<file path="src/rtl/gshare_branch_predictor.sv">
// gshare direction predictor: (PC xor global history) indexes a table of saturating counters.
// Latency: prediction is combinational in IF; counter, GHR and perf updates land at the next posedge.
// Backpressure: PL_stall freezes every state update; the caller holds resolve_* until the stall drops.
module gshare_branch_predictor #(
  parameter int GHR_WIDTH   = 8,
  parameter int INDEX_WIDTH = 8,
  parameter int CNT_WIDTH   = 2,
  parameter int CNT_INIT    = 1,
  parameter int STAT_WIDTH  = 16
) (
  input  logic                   clk,
  input  logic                   rst_n,
  input  logic                   PL_stall,
  input  logic                   PL_flush,
  input  logic                   pred_valid,
  input  logic [31:0]            pred_pc,
  output logic                   pred_taken,
  output logic [GHR_WIDTH-1:0]   pred_ghr,
  input  logic                   resolve_valid,
  input  logic [31:0]            resolve_pc,
  input  logic [GHR_WIDTH-1:0]   resolve_ghr,
  input  logic                   resolve_taken,
  input  logic                   resolve_mispredict,
  input  logic                   recover_valid,
  input  logic [GHR_WIDTH-1:0]   recover_ghr,
  output logic [STAT_WIDTH-1:0]  perf_branches,
  output logic [STAT_WIDTH-1:0]  perf_mispredicts
);

  localparam int DEPTH = 2 ** INDEX_WIDTH;
  localparam logic [CNT_WIDTH-1:0]  CNT_MAX  = {CNT_WIDTH{1'b1}};
  localparam logic [CNT_WIDTH-1:0]  CNT_RST  = CNT_WIDTH'(CNT_INIT);
  localparam logic [STAT_WIDTH-1:0] STAT_MAX = {STAT_WIDTH{1'b1}};

  logic [CNT_WIDTH-1:0]  table_q [DEPTH];
  logic [GHR_WIDTH-1:0]  ghr_q, ghr_d;
  logic [STAT_WIDTH-1:0] branches_q, branches_d;
  logic [STAT_WIDTH-1:0] mispredicts_q, mispredicts_d;

  logic [INDEX_WIDTH-1:0] idx_f, idx_r;
  logic [CNT_WIDTH-1:0]   cnt_r, cnt_d;
  logic                   resolve_fire;

  // PC bits outside the index field do not participate in the hash.
  logic unused_pc_bits;
  assign unused_pc_bits = ^{pred_pc[31:INDEX_WIDTH+2], pred_pc[1:0],
                            resolve_pc[31:INDEX_WIDTH+2], resolve_pc[1:0]};

  // History is narrower than or equal to the index, so it is zero-extended into the xor.
  assign idx_f = pred_pc[INDEX_WIDTH+1:2] ^ INDEX_WIDTH'(ghr_q);
  assign idx_r = resolve_pc[INDEX_WIDTH+1:2] ^ INDEX_WIDTH'(resolve_ghr);

  // Fetch reads the pre-edge counter; a same-cycle resolve write is not bypassed.
  assign pred_taken = table_q[idx_f][CNT_WIDTH-1];
  assign pred_ghr   = ghr_q;

  assign resolve_fire     = resolve_valid && !PL_stall;
  assign cnt_r            = table_q[idx_r];
  assign perf_branches    = branches_q;
  assign perf_mispredicts = mispredicts_q;

  // Saturating +1/-1 of the resolved entry toward the actual direction.
  always_comb begin
    cnt_d = cnt_r;
    if (resolve_taken) begin
      if (cnt_r != CNT_MAX) cnt_d = cnt_r + 1'b1;
    end else begin
      if (cnt_r != '0) cnt_d = cnt_r - 1'b1;
    end
  end

  // GHR next value: mispredict repair beats non-branch recovery beats the speculative shift.
  always_comb begin
    ghr_d = ghr_q;
    if (resolve_valid && resolve_mispredict) begin
      ghr_d = {resolve_ghr[GHR_WIDTH-2:0], resolve_taken};
    end else if (recover_valid) begin
      ghr_d = recover_ghr;
    end else if (pred_valid && !PL_flush) begin
      ghr_d = {ghr_q[GHR_WIDTH-2:0], pred_taken};
    end
  end

  // Performance counters stick at all-ones instead of wrapping.
  always_comb begin
    branches_d    = branches_q;
    mispredicts_d = mispredicts_q;
    if (resolve_valid && branches_q != STAT_MAX) begin
      branches_d = branches_q + 1'b1;
    end
    if (resolve_valid && resolve_mispredict && mispredicts_q != STAT_MAX) begin
      mispredicts_d = mispredicts_q + 1'b1;
    end
  end

  // Counter table: whole table reinitialised in one reset cycle, single write port otherwise.
  always_ff @(posedge clk) begin
    if (!rst_n) begin
      for (int i = 0; i < DEPTH; i++) begin
        table_q[i] <= CNT_RST;
      end
    end else if (resolve_fire) begin
      table_q[idx_r] <= cnt_d;
    end
  end

  // GHR and perf registers; a stall holds everything, reset discards pending updates.
  always_ff @(posedge clk) begin
    if (!rst_n) begin
      ghr_q         <= '0;
      branches_q    <= '0;
      mispredicts_q <= '0;
    end else if (!PL_stall) begin
      ghr_q         <= ghr_d;
      branches_q    <= branches_d;
      mispredicts_q <= mispredicts_d;
    end
  end

endmodule

</file>
<file path="config.mk">
export PLATFORM = sky130hd
export DESIGN_NAME = gshare_branch_predictor
export DESIGN_NICKNAME = d
export VERILOG_FILES = /design/src/rtl/gshare_branch_predictor.sv
export SDC_FILE = /design/constraint.sdc
export NUM_CORES = 1
export LEC_CHECK = 0
export ABC_AREA = 1
export CORE_UTILIZATION = 60
export CTS_BUF_LIST = sky130_fd_sc_hd__clkbuf_16
export DETAILED_ROUTE_END_ITERATION = 10
export PLACE_DENSITY = 0.79
export RECOVER_POWER = 100
export SKIP_CTS_REPAIR_TIMING = 1
export SYNTH_ARGS = -nofsm -noshare
export SYNTH_HDL_FRONTEND = slang
export SYNTH_SLANG_ARGS = --single-unit
</file>
<file path="constraint.sdc">
create_clock -name clk -period 3.98 [get_ports clk]
set_input_delay 0.995 -clock clk [delete_from_list [all_inputs] [get_ports clk]]
set_output_delay 0.995 -clock clk [all_outputs]
set_load 0.02 [all_outputs]
</file>
# Yosys cells after proc, flatten, opt, wreduce, memory -nomap -nowiden
# Memories as Yosys holds them, arrays and structs flattened.
# Index checks and enable logic that the tools add are counted.
# word_totals
register_bits	40
ram_bits	512
inputBits	89
elab_cells	40
memories	1
# classes
add_sub_neg	4
eq_ne	3
n_mux	13
bitwise_logic	3
reduce_logical	13
# mem_list
name	depth	width	read_ports	rd_clocked_by_memory_dff	write_ports	line_no	text
table_q	256	2	2	0	256	35	logic [CNT_WIDTH-1:0] table_q [DEPTH];
# ops
op	n
16-bit by 1-bit adder with 16-bit output (second input constant)	2
8-bit two-way mux	4
16-bit inequality test (second input constant)	2
8-bit XOR	2
2-bit two-way mux	4
2-bit AND reduction	3
1-bit logical AND	5
1-bit two-way mux	5
3-bit nonzero test	1
2-bit by 1-bit adder with 2-bit output (second input constant)	1
1-bit logical NOT	2
2-bit inequality test (second input constant)	1
2-bit nonzero test	1
2-bit OR reduction	1
2-bit by 1-bit subtractor with 2-bit output (second input constant)	1
1-bit inverter	1

# Depth between registers and ports, before layout
# logic_depth
ltp_word	7
ltp_mapped	21
depth_no_buf	17

# Least setup slack after synthesis
# OpenSTA, ideal clock, no wires.
# synth_timing
path_kind	input to output
from	input pred_pc[2]
to	output pred_taken
arrival_time_ns	2.594
required_ns	2.985
setup_slack_ns	0.391
path_stages	15
path_buffers	2
cell_sequence	inv_1 -> nand2_1 -> nand2_1 -> clkbuf_1 -> clkbuf_1 -> nand2_1 -> o21ai_0 -> nand2_1 -> nand3_1 -> nand3_1 -> nand3_1 -> nand3_1 -> nand3_1 -> nand3_1 -> nand2_1
# synth_via
elab_chain_cells	2
# synth_rtl
element	line_no	text
start, declared	16	input logic [31:0] pred_pc,
8-bit XOR	50	assign idx_f = pred_pc[INDEX_WIDTH+1:2] ^ INDEX_WIDTH'(ghr_q);
memory read 256 x 2 bit	-	
end, declared	17	output logic pred_taken,
# Every way passes these cells.

==> impl_metrics.env <==
export IMPL_cap_viol_max_count=1
export IMPL_clock_path_buffers=3
export IMPL_end_kind="register"
export IMPL_setup_worst_path_start="resolve_ghr[0]"
export IMPL_cp_arrival_ns=4.40
export IMPL_rsz0062_at_grt="true"
export IMPL_place_area_sq_um=35400
export IMPL_cts_tree="built"
export IMPL_worst_skew_pair_late_latency_ns=0.64
export IMPL_setup_viol=3
export IMPL_worst_ep_required_time_ns=4.28
export IMPL_drive_gt1_share_pct=9.46
export IMPL_dr_max_layer_used="met5"
export IMPL_violations="capacitance limit, slew limit, setup timing"
export IMPL_cts_buffers=57
export IMPL_io_pins=130
export IMPL_min_from="perf_mispredicts[8]$_SDFFE_PN0P_"
export IMPL_r2r_start="table_q[104][1]$_SDFFCE_PN0P_"
export IMPL_die_x_microns=232
export IMPL_fmax_mhz=244
export IMPL_rrSetupSlack_ns=1.07
export IMPL_io_buffers=81
export IMPL_max_stage_delay_ns=0.56
export IMPL_synth_avg_cell_area_sq_um=7.48
export IMPL_track_usage_pct=37.4
export IMPL_max_vdd_ir_drop_v=0.000362
export IMPL_fin_skew_ns=0.0210
export IMPL_die_area_sq_um=54000
export IMPL_grt_pass1_vias=28556
export IMPL_synth_cell_types=30
export IMPL_worstPathMaxFanout=35
export IMPL_hold_viol_final=0
export IMPL_ys_seq_area_share_pct=50.8
export IMPL_slew_viol_final=125
export IMPL_status="complete, but fails checks"
export IMPL_finalNetCount=4495
export IMPL_core_sq_um=52400
export IMPL_ys_warn_count=0
export IMPL_grt_pass1_wl_microns=154000
export IMPL_p_leak_nw=14.7
export IMPL_worst_slew_pin_slew_ns=1.72
export IMPL_wl_met3_microns=16100
export IMPL_cts_clk_slew_worst_paths_ns=0.07
export IMPL_startpoint_type="input pin"
export IMPL_via_count=31043
export IMPL_slowest_stage="clkdlybuf4s50_1"
export IMPL_ys_ff_latch=552
export IMPL_hold_class="register to register"
export IMPL_power_density_nw_per_um2=424
export IMPL_crit_path_cell_trace="clkdlybuf4s50_1, inv_1, nand2_4, nand2_8, buf_12, nand2_1, nand3_1, nand3_1, nand2_1, o21ai_0, nand2_1, nor2_2, nor2_1, nor2_1, nand3b_1, nand2_4, buf_12, buf_12, nand3_1"
export IMPL_synth_area_sq_um=31800
export IMPL_initial_utilization_pct=60.7
export IMPL_synth_nets=4348
export IMPL_hpwl_microns=65900
export IMPL_syn_inst=4257
export IMPL_min_period_ns=4.10
export IMPL_wirelength_microns=105000
export IMPL_h_tree_depth=2
export IMPL_first_pass_iters=7
export IMPL_criticalPathCategory="input pin to register"
export IMPL_n_fill_cell=3874
export IMPL_route_antenna_remaining_nets=0
export IMPL_cts_root_buf="clkbuf_16"
export IMPL_clock_sinks=552
export IMPL_overflow=0
export IMPL_antenna_found_initial=1
export IMPL_final_period_utilization_pct=103
export IMPL_stdcell_area_sq_um=37700
export IMPL_slew_headroom_pct=-14.8
export IMPL_setup_slack_ns=-0.125
export IMPL_drt_initial_drc_count=4568
export IMPL_wl_met1_microns=35300
export IMPL_setup_tns_ns=-0.229
export IMPL_grt_max_degree=125
export IMPL_place_gp_congestion=0.990
export IMPL_wl_per_cell_microns=20.5
export IMPL_route_detailed_drc=0
export IMPL_cpLargestDelayFamily="simple AND/OR/NAND/NOR gates"
export IMPL_route_met2_wl_microns=46700
export IMPL_via_per_inst=6.04
export IMPL_die_y_microns=232
export IMPL_floorplan_rows=84
export IMPL_critPathBufInv=5
export IMPL_synthToLayoutAreaGrowth_pct=18.5
final timing paths:
check / end / cells after the start
worst max-delay path: table_q[176][0]$_SDFFCE_PN1P_ / 19
worst min-delay path: perf_mispredicts[8]$_SDFFE_PN0P_ / 2
worst max register to register: table_q[176][0]$_SDFFCE_PN1P_ / 15
worst min register to register: perf_mispredicts[8]$_SDFFE_PN0P_ / 2
report_power, final:
part | leakage [nW] | switching [mW] | internal, mW
sequential | 4.90 | 0.0861 | 6.46
combinational | 8.83 | 2.62 | 1.40
clock | 0.940 | 2.34 | 3.12
total | 14.7 | 5.04 | 11.0
metrics by stage:
stage	total power, mW	worst slack, ns	hold slack (ns)	instances	utilization [%]
after CTS	15.7	-0.865	0.485	5117	71.0
after floorplan	8.63	0.391	0.544	4257	-
after global routing	16.4	-0.206	0.511	5138	71.9
after detailed placement	10.3	-0.828	0.477	5012	67.4
final	16.0	-0.125	0.477	5141	71.9
after global placement	10.3	-0.819	0.470	5012	67.4
cells by family after synthesis:
family,after synthesis,share of synthesized area [%]
fa+ha+maj,2,0.0786
xor+xnor,17,0.468
flops,552,50.8
simple gates,2656,35.0
buf+inv,886,11.1
compound gates,144,2.59
per-layer routing:
layer	GRT usage [%]	vias to the layer above
met2	58.4	2378
met3	8.56	522
met5	0	-
met1	47.4	14187
li1	-	13952
met4	22.2	4
cell usage after synthesis, drive strengths merged:
cell | number | area, sq um
a211oi | 6 | 45.0
a21oi | 33 | 165
a31oi | 1 | 6.26
and3 | 1 | 6.26
buf | 157 | 796
clkbuf | 137 | 514
clkinv | 4 | 15.0
dfxtp | 40 | 801
edfxtp | 512 | 15400
ha | 2 | 25.0
inv | 588 | 2210
nand2 | 1138 | 4270
nand3 | 860 | 4300
nand3b | 2 | 15.0
nand4 | 14 | 87.6
nor2 | 620 | 2330
nor3 | 17 | 85.1
nor3b | 3 | 22.5
nor4 | 1 | 6.26
o211ai | 27 | 203
o21a | 3 | 22.5
o21ai | 72 | 360
o21ba | 1 | 10.0
o221a | 1 | 11.3
xnor2 | 14 | 123
xor2 | 3 | 26.3
sequential cells by signal, indices dropped and copies added, names as in the netlist:
name	count
perf_branches	16
table_q	512
perf_mispredicts	16
pred_ghr	8
tightest hold or removal path: stages, from the launching register on:
cell and delay [ns]:
dfxtp_1 0.32, inv_1 0.06, a21oi_1 0.05
area by class of cell:
cell class	count	area (sq um)	share of cell area [%]
Timing Repair Buffer	380	4110	10.9
Tap cell	688	861	2.28
Sequential cell	552	16200	42.9
Clock buffer	59	1480	3.91
Multi-Input combinational cell	2821	12500	33.1
Clock inverter	46	397	1.05
Inverter	592	2220	5.89
Antenna cell	3	7.51	0.0199
cell usage in the layout, fill, tap and decap left out, types with 13 or more instances in the layout:
cell type / instances
nand2_1: 1126
nand3_1: 847
nor2_1: 614
inv_1: 596
edfxtp_1: 512
buf_4: 194
buf_12: 71
clkbuf_16: 66
o21ai_0: 57
dlygate4sd3_1: 44
dfxtp_1: 40
a21oi_1: 33
clkdlybuf4s50_1: 30
o211ai_1: 27
clkinv_1: 18
nor3_1: 17
nand4_1: 14
o21ai_1: 13
(Power assumes the default switching activity.)
